===== config.mk =====
export PLATFORM = sky130hd
export DESIGN_NAME = pressure_threshold_detector_flat
export DESIGN_NICKNAME = d
export VERILOG_FILES = /design/src/rtl/pressure_threshold_detector_if.sv /design/src/rtl/pressure_threshold_detector.sv /design/src/flat_wrapper.sv
export SDC_FILE = /design/constraint.sdc
export NUM_CORES = 1
export LEC_CHECK = 0
export ABC_AREA = 1
export CAP_MARGIN = 5
export CELL_PAD_IN_SITES_DETAIL_PLACEMENT = 0
export CELL_PAD_IN_SITES_GLOBAL_PLACEMENT = 1
export CORE_MARGIN = 3
export CORE_UTILIZATION = 40
export CTS_CLUSTER_SIZE = 28
export DETAILED_ROUTE_END_ITERATION = 8
export GPL_TIMING_DRIVEN = 0
export PLACE_DENSITY = 0.82
export SYNTH_ARGS = -nofsm -noshare
export SYNTH_HDL_FRONTEND = slang
export SYNTH_SLANG_ARGS = --single-unit

===== constraint.sdc =====
create_clock -name clk -period 4.1 [get_ports clk]
set_clock_uncertainty 0.1 [all_clocks]
set_input_delay 0.82 -clock clk [delete_from_list [all_inputs] [get_ports clk]]
set_output_delay 0.82 -clock clk [all_outputs]
set_load 0.05 [all_outputs]

===== src/rtl/pressure_threshold_detector_if.sv =====
// Sample-in / average-and-alarm-out bundle for the pressure conditioning stage.
// The master drives raw ADC samples; the slave is the detector.
interface pressure_threshold_detector_if #(
    parameter int DATA_W = 12
);
    logic              sample_valid;
    logic [DATA_W-1:0] sample_data;
    logic              avg_valid;
    logic [DATA_W-1:0] avg_data;
    logic              alarm;
    logic              alarm_rise;
    logic              alarm_fall;

    modport master (
        output sample_valid, sample_data,
        input  avg_valid, avg_data, alarm, alarm_rise, alarm_fall
    );

    modport slave (
        input  sample_valid, sample_data,
        output avg_valid, avg_data, alarm, alarm_rise, alarm_fall
    );
endinterface


===== src/rtl/pressure_threshold_detector.sv =====
// Moving-average smoother followed by a hysteresis + persistence alarm FSM.
// The alarm level is registered and feeds the downstream alarm-latch flop.
module pressure_threshold_detector #(
    parameter int DATA_W   = 12,
    parameter int AVG_LOG2 = 2,
    parameter int HIGH_TH  = 3000,
    parameter int LOW_TH   = 2500,
    parameter int PERSIST  = 4
) (
    input  logic                          clk,
    input  logic                          reset,
    pressure_threshold_detector_if.slave  bus
);
    localparam int WIN    = 1 << AVG_LOG2;
    localparam int SUM_W  = DATA_W + AVG_LOG2;
    localparam int FILL_W = AVG_LOG2 + 1;

    localparam logic [1:0] IDLE_LOW   = 2'd0;
    localparam logic [1:0] PEND_HIGH  = 2'd1;
    localparam logic [1:0] ALARM_HIGH = 2'd2;
    localparam logic [1:0] PEND_LOW   = 2'd3;

    localparam logic [DATA_W-1:0] HIGH_V  = DATA_W'(HIGH_TH);
    localparam logic [DATA_W-1:0] LOW_V   = DATA_W'(LOW_TH);
    localparam logic [3:0]        PERS_V  = 4'(PERSIST);
    localparam logic [FILL_W-1:0] WIN_V   = FILL_W'(WIN);
    localparam logic [FILL_W-1:0] WIN_M1  = FILL_W'(WIN - 1);

    // win_q[0] is the newest sample, win_q[WIN-1] the oldest
    logic [WIN-1:0][DATA_W-1:0] win_q, win_d;
    logic [SUM_W-1:0]           sum_q, sum_d;
    logic [FILL_W-1:0]          fill_q, fill_d;
    logic [DATA_W-1:0]          avg_q, avg_d;
    logic                       avg_valid_q, avg_valid_d;
    logic [1:0]                 state_q, state_d;
    logic [3:0]                 cnt_q, cnt_d;
    logic                       alarm_q, alarm_d;
    logic                       rise_q, fall_q;

    always_comb begin
        win_d[0] = bus.sample_data;
        for (int i = 1; i < WIN; i++) win_d[i] = win_q[i-1];
        sum_d       = sum_q + SUM_W'(bus.sample_data) - SUM_W'(win_q[WIN-1]);
        avg_d       = sum_d[SUM_W-1:AVG_LOG2];
        fill_d      = (fill_q == WIN_V) ? fill_q : fill_q + 1'b1;
        avg_valid_d = bus.sample_valid && (fill_q >= WIN_M1);
    end

    // FSM only moves on the cycle a fresh average is presented
    always_comb begin
        state_d = state_q;
        cnt_d   = cnt_q;
        if (avg_valid_q) begin
            case (state_q)
                IDLE_LOW: if (avg_q >= HIGH_V) begin
                    if (PERSIST == 1) begin
                        state_d = ALARM_HIGH;
                        cnt_d   = '0;
                    end else begin
                        state_d = PEND_HIGH;
                        cnt_d   = 4'd1;
                    end
                end
                PEND_HIGH: if (avg_q >= HIGH_V) begin
                    if (cnt_q + 4'd1 == PERS_V) begin
                        state_d = ALARM_HIGH;
                        cnt_d   = '0;
                    end else begin
                        cnt_d = cnt_q + 4'd1;
                    end
                end else begin
                    state_d = IDLE_LOW;
                    cnt_d   = '0;
                end
                ALARM_HIGH: if (avg_q <= LOW_V) begin
                    if (PERSIST == 1) begin
                        state_d = IDLE_LOW;
                        cnt_d   = '0;
                    end else begin
                        state_d = PEND_LOW;
                        cnt_d   = 4'd1;
                    end
                end
                default: if (avg_q <= LOW_V) begin
                    if (cnt_q + 4'd1 == PERS_V) begin
                        state_d = IDLE_LOW;
                        cnt_d   = '0;
                    end else begin
                        cnt_d = cnt_q + 4'd1;
                    end
                end else begin
                    state_d = ALARM_HIGH;
                    cnt_d   = '0;
                end
            endcase
        end
        alarm_d = (state_d == ALARM_HIGH) || (state_d == PEND_LOW);
    end

    always_ff @(posedge clk or posedge reset) begin
        if (reset) begin
            win_q       <= '0;
            sum_q       <= '0;
            fill_q      <= '0;
            avg_q       <= '0;
            avg_valid_q <= 1'b0;
            state_q     <= IDLE_LOW;
            cnt_q       <= '0;
            alarm_q     <= 1'b0;
            rise_q      <= 1'b0;
            fall_q      <= 1'b0;
        end else begin
            avg_valid_q <= avg_valid_d;
            if (bus.sample_valid) begin
                win_q  <= win_d;
                sum_q  <= sum_d;
                fill_q <= fill_d;
            end
            if (avg_valid_d) avg_q <= avg_d;
            state_q <= state_d;
            cnt_q   <= cnt_d;
            alarm_q <= alarm_d;
            rise_q  <= alarm_d & ~alarm_q;
            fall_q  <= ~alarm_d & alarm_q;
        end
    end

    assign bus.avg_valid  = avg_valid_q;
    assign bus.avg_data   = avg_q;
    assign bus.alarm      = alarm_q;
    assign bus.alarm_rise = rise_q;
    assign bus.alarm_fall = fall_q;
endmodule


===== src/flat_wrapper.sv =====
// flat-port wrapper written by rule: the top's interface ports become plain ports
module pressure_threshold_detector_flat 
#(
    parameter int DATA_W   = 12,
    parameter int AVG_LOG2 = 2,
    parameter int HIGH_TH  = 3000,
    parameter int LOW_TH   = 2500,
    parameter int PERSIST  = 4
)
  (clk, reset, bus_sample_valid, bus_sample_data, bus_avg_valid, bus_avg_data, bus_alarm, bus_alarm_rise, bus_alarm_fall);
  pressure_threshold_detector_if #(.DATA_W(DATA_W)) bus_i ();
  input  logic clk;
  input  logic reset;
  input wire logic [$bits(bus_i.sample_valid)-1:0] bus_sample_valid;
  input wire logic [$bits(bus_i.sample_data)-1:0] bus_sample_data;
  output wire logic [$bits(bus_i.avg_valid)-1:0] bus_avg_valid;
  output wire logic [$bits(bus_i.avg_data)-1:0] bus_avg_data;
  output wire logic [$bits(bus_i.alarm)-1:0] bus_alarm;
  output wire logic [$bits(bus_i.alarm_rise)-1:0] bus_alarm_rise;
  output wire logic [$bits(bus_i.alarm_fall)-1:0] bus_alarm_fall;
  assign bus_i.sample_valid = bus_sample_valid;
  assign bus_i.sample_data = bus_sample_data;
  assign bus_avg_valid = bus_i.avg_valid;
  assign bus_avg_data = bus_i.avg_data;
  assign bus_alarm = bus_i.alarm;
  assign bus_alarm_rise = bus_i.alarm_rise;
  assign bus_alarm_fall = bus_i.alarm_fall;
  pressure_threshold_detector #(.DATA_W(DATA_W), .AVG_LOG2(AVG_LOG2), .HIGH_TH(HIGH_TH), .LOW_TH(LOW_TH), .PERSIST(PERSIST)) u_core (.clk(clk), .reset(reset), .bus(bus_i));
endmodule

==> impl_results.md <==
- Warnings, synthesis: 0
- Antenna cell count: 0
- FP Rows: 38
- Setup crit start kind: input port
- Critical path class: input port to flip-flop
- #FFs+latches synth: 87
- Final setup viols: 0
- Syn avg cell area: 7.98 µm²
- RR Startpoint: u_core.sum_q[3]$_DFFE_PP0P_
- Most frequent cells in the layout: 226 x nand2_1, 87 x inv_1, 87 x dfrtp_1, 37 x o21ai_0, 31 x nand3_1
- Total CTS buffers: 9
- Routed WL: 10200 µm
- Max-Cap Viols: 0
- Htree depth: 3
- Slew @ Worst Pin: 0.594 ns
- Total grt overflow: 0
- Most common cell after layout, fill and taps aside: nand2_1
- Min-delay src: u_core.bus.alarm$_DFF_PP0_
- Total GRT Usage: 17.2%
- Hold path depth: 1
- Outcome: finished clean
- Final ANT Viol Nets: 0
- Max Freq: 321 MHz
- Die height: 113 µm
- I/O Pins: 31
- Fin crit share: 76.1%
- Initial core utilization: 41.6%
- CTS tree: built
- Die W: 113 µm
- First-pass GRT wire length: 17500 µm
- Sw Pwr: 1.90 mW
- Root Buffer: clkbuf_16
- Seq/Total Area, Yosys: 47.5%
- Hpwl dp: 7550 µm
- Setup bufs post-CTS: 0
- Layout area overhead: 17.7%
- WL per Instance: 13.3 µm
- PD cells: 786 nW/µm²
- Largest net degree at the start of global routing: 52
- Worst skew pair latency: 0.34 ns
- RR Endpoint: u_core.sum_q[6]$_DFFE_PP0P_
- Max-slew violations: 0
- Worst setup EP type: flip-flop
- Reg clk slew, reported paths: 0.07 ns
- Clock tree buffer depth: 2
- CP arrival: 3.24 ns
- Met3 wire len: 264 µm
- # resized after CTS: 0
- VDD IR max: 302 µV
- 1st-iter DRT viols: 164
- Vias: 3662
- Cell Int Power: 2.34 mW
- WL met1: 5010 µm
- DRC: 0
- Gate Count Post-Synth: 575
- R2R depth: 9
- Normalized max-slew margin: 60.4%
- Sink Count: 87
- Synth cell types: 26
- Vias per inst: 4.81
- Worst hold slack: 0.350 ns
- Final Critical Period: 3.12 ns
- Worst-path fanout max: 5
- Final net count: 662
- DIE AREA: 12800 µm²
- Leak: 2.90 nW
- Gate power share: 50.3%
- Core area: 11000 µm²
- Number of global-route vias before repair: 3669
- Hold endpoint: u_core.bus.alarm_rise$_DFF_PP0_
- Switch share: 44.9%
- Final Power: 4.24 mW
- PortBufs: 29
- Syn nets: 621
- Min-Delay Path Class: flip-flop to flip-flop
- Clk pwr share: 20.5%
- Top Layer Used: met4
- Antenna violations before repair: 0
- DRT Pass-1 Iters: 5
- GPL Wtd Cong: 0.869
- Synth Cell Area: 4590 µm²
- CTS Hold Buffers Added: 0
- Fin. Hold Viols: 0
- Met2 wire length: 4710 µm
- Share of post-route cells with drive strength above 1: 3.70%
- Seq pwr share: 29.2%
- Worst Path Required: 4.22 ns
- RSZ-0062 raised after global routing: false
- R2r setup slk: 1.62 ns
## through the flow
stage | setup slack (ns) | area [µm²] | instances | TNS (ns) | utilization (%)
after global placement | -0.485 | 5050 | 744 | -41.62 | 45.8
after global routing | 0.765 | 5400 | 761 | 0 | 48.9
after detailed placement | 0.650 | 5080 | 745 | 0 | 46.1
after CTS | 1.01 | 5400 | 761 | 0 | 48.9
final | 0.980 | 5400 | 761 | 0 | 48.9
after floorplan | 0.930 | 4590 | 575 | 0 | -
## power by group through the flow
stage	clock network, mW	registers [mW]	logic [mW]
after global placement	0	1.25	2.09
after CTS	0.892	1.24	2.14
after global routing	0.917	1.27	2.44
final	0.869	1.24	2.13
after detailed placement	0	1.26	2.13
after floorplan	0	1.44	1.38
## cells by family after synthesis
family	Yosys count	synth area share [%]
xor+xnor	8	1.69
buf+inv	104	8.59
flops	87	47.5
simple gates	286	25.0
compound gates	59	6.77
fa+ha+maj	31	10.4
## final cells by class
class                      count  area, µm²
buffer                        15       60.1
tap                          140        175
clock inverter                 6       76.3
inverter                      89        337
sequential                    87       2180
fill                        1127       5630
clock buffer                  10        239
timing repair buffer          30        318
multi-input combinational    384       2010
## routing by layer
layer / up-vias / track usage [%]
li1: 1855 / -
met1: 1753 / 23.9
met2: 41 / 27.3
met3: 13 / 3.05
met4: 0 / 6.01
met5: - / 0
## cell usage after synthesis
master | number | share of area (%)
a21boi_0 | 2 | 0.33
nand2_1 | 226 | 18
a21boi_1 | 1 | 0.16
o21ai_1 | 2 | 0.22
xor2_1 | 3 | 0.57
a31oi_1 | 2 | 0.27
buf_1 | 1 | 0.082
ha_1 | 19 | 5.2
a21oi_1 | 13 | 1.4
nand4_1 | 8 | 1.1
o21bai_1 | 1 | 0.16
nand3b_1 | 3 | 0.49
nand3_1 | 31 | 3.4
clkbuf_1 | 11 | 0.90
fa_1 | 12 | 5.2
xnor2_1 | 4 | 0.76
inv_2 | 1 | 0.082
inv_1 | 88 | 7.2
a21o_1 | 1 | 0.16
buf_2 | 3 | 0.33
or2_1 | 1 | 0.14
dfrtp_1 | 87 | 47
nor2_1 | 15 | 1.2
nor3_1 | 2 | 0.22
xor2_2 | 1 | 0.35
o21ai_0 | 37 | 4.0
## worst max-delay path, stage by stage
cell and delay [ns]:
clkdlybuf4s50_1 0.46, inv_1 0.07, fa_1 0.53, inv_1 0.04, ha_1 0.35, a21oi_1 0.20, nand2_1 0.15, a21oi_1 0.19
xor2_1 0.29, o21ai_0 0.12
## how the worst max path moves through the flow
| stage | slack (ns) | cells after the start | startpoint | endpoint |
|---|---|---|---|---|
| after floorplan | 0.93 | 1 | reset | u_core.bus.alarm$_DFF_PP0_ |
| after global placement | -0.49 | 2 | reset | u_core.fill_q[0]$_DFFE_PP0P_ |
| after detailed placement | 0.65 | 11 | bus_sample_data[2] | u_core.sum_q[5]$_DFFE_PP0P_ |
| after CTS | 1.01 | 10 | bus_sample_data[3] | u_core.bus.avg_data[4]$_DFFE_PP0P_ |
| after global routing | 0.76 | 12 | bus_sample_data[6] | u_core.sum_q[13]$_DFFE_PP0P_ |
| final | 0.98 | 10 | bus_sample_data[3] | u_core.sum_q[6]$_DFFE_PP0P_ |
## registers in the layout, indices dropped and copies added (netlist names)
register / cells
u_core.win_d: 36
u_core.sum_q: 14
u_core.bus.avg_data: 12
u_core.win_q: 12
u_core.cnt_q: 4
u_core.fill_q: 3
u_core.state_q: 2
u_core.bus.alarm: 1
u_core.bus.alarm_fall: 1
u_core.bus.alarm_rise: 1
u_core.bus.avg_valid: 1
(Power assumes the default switching activity.)
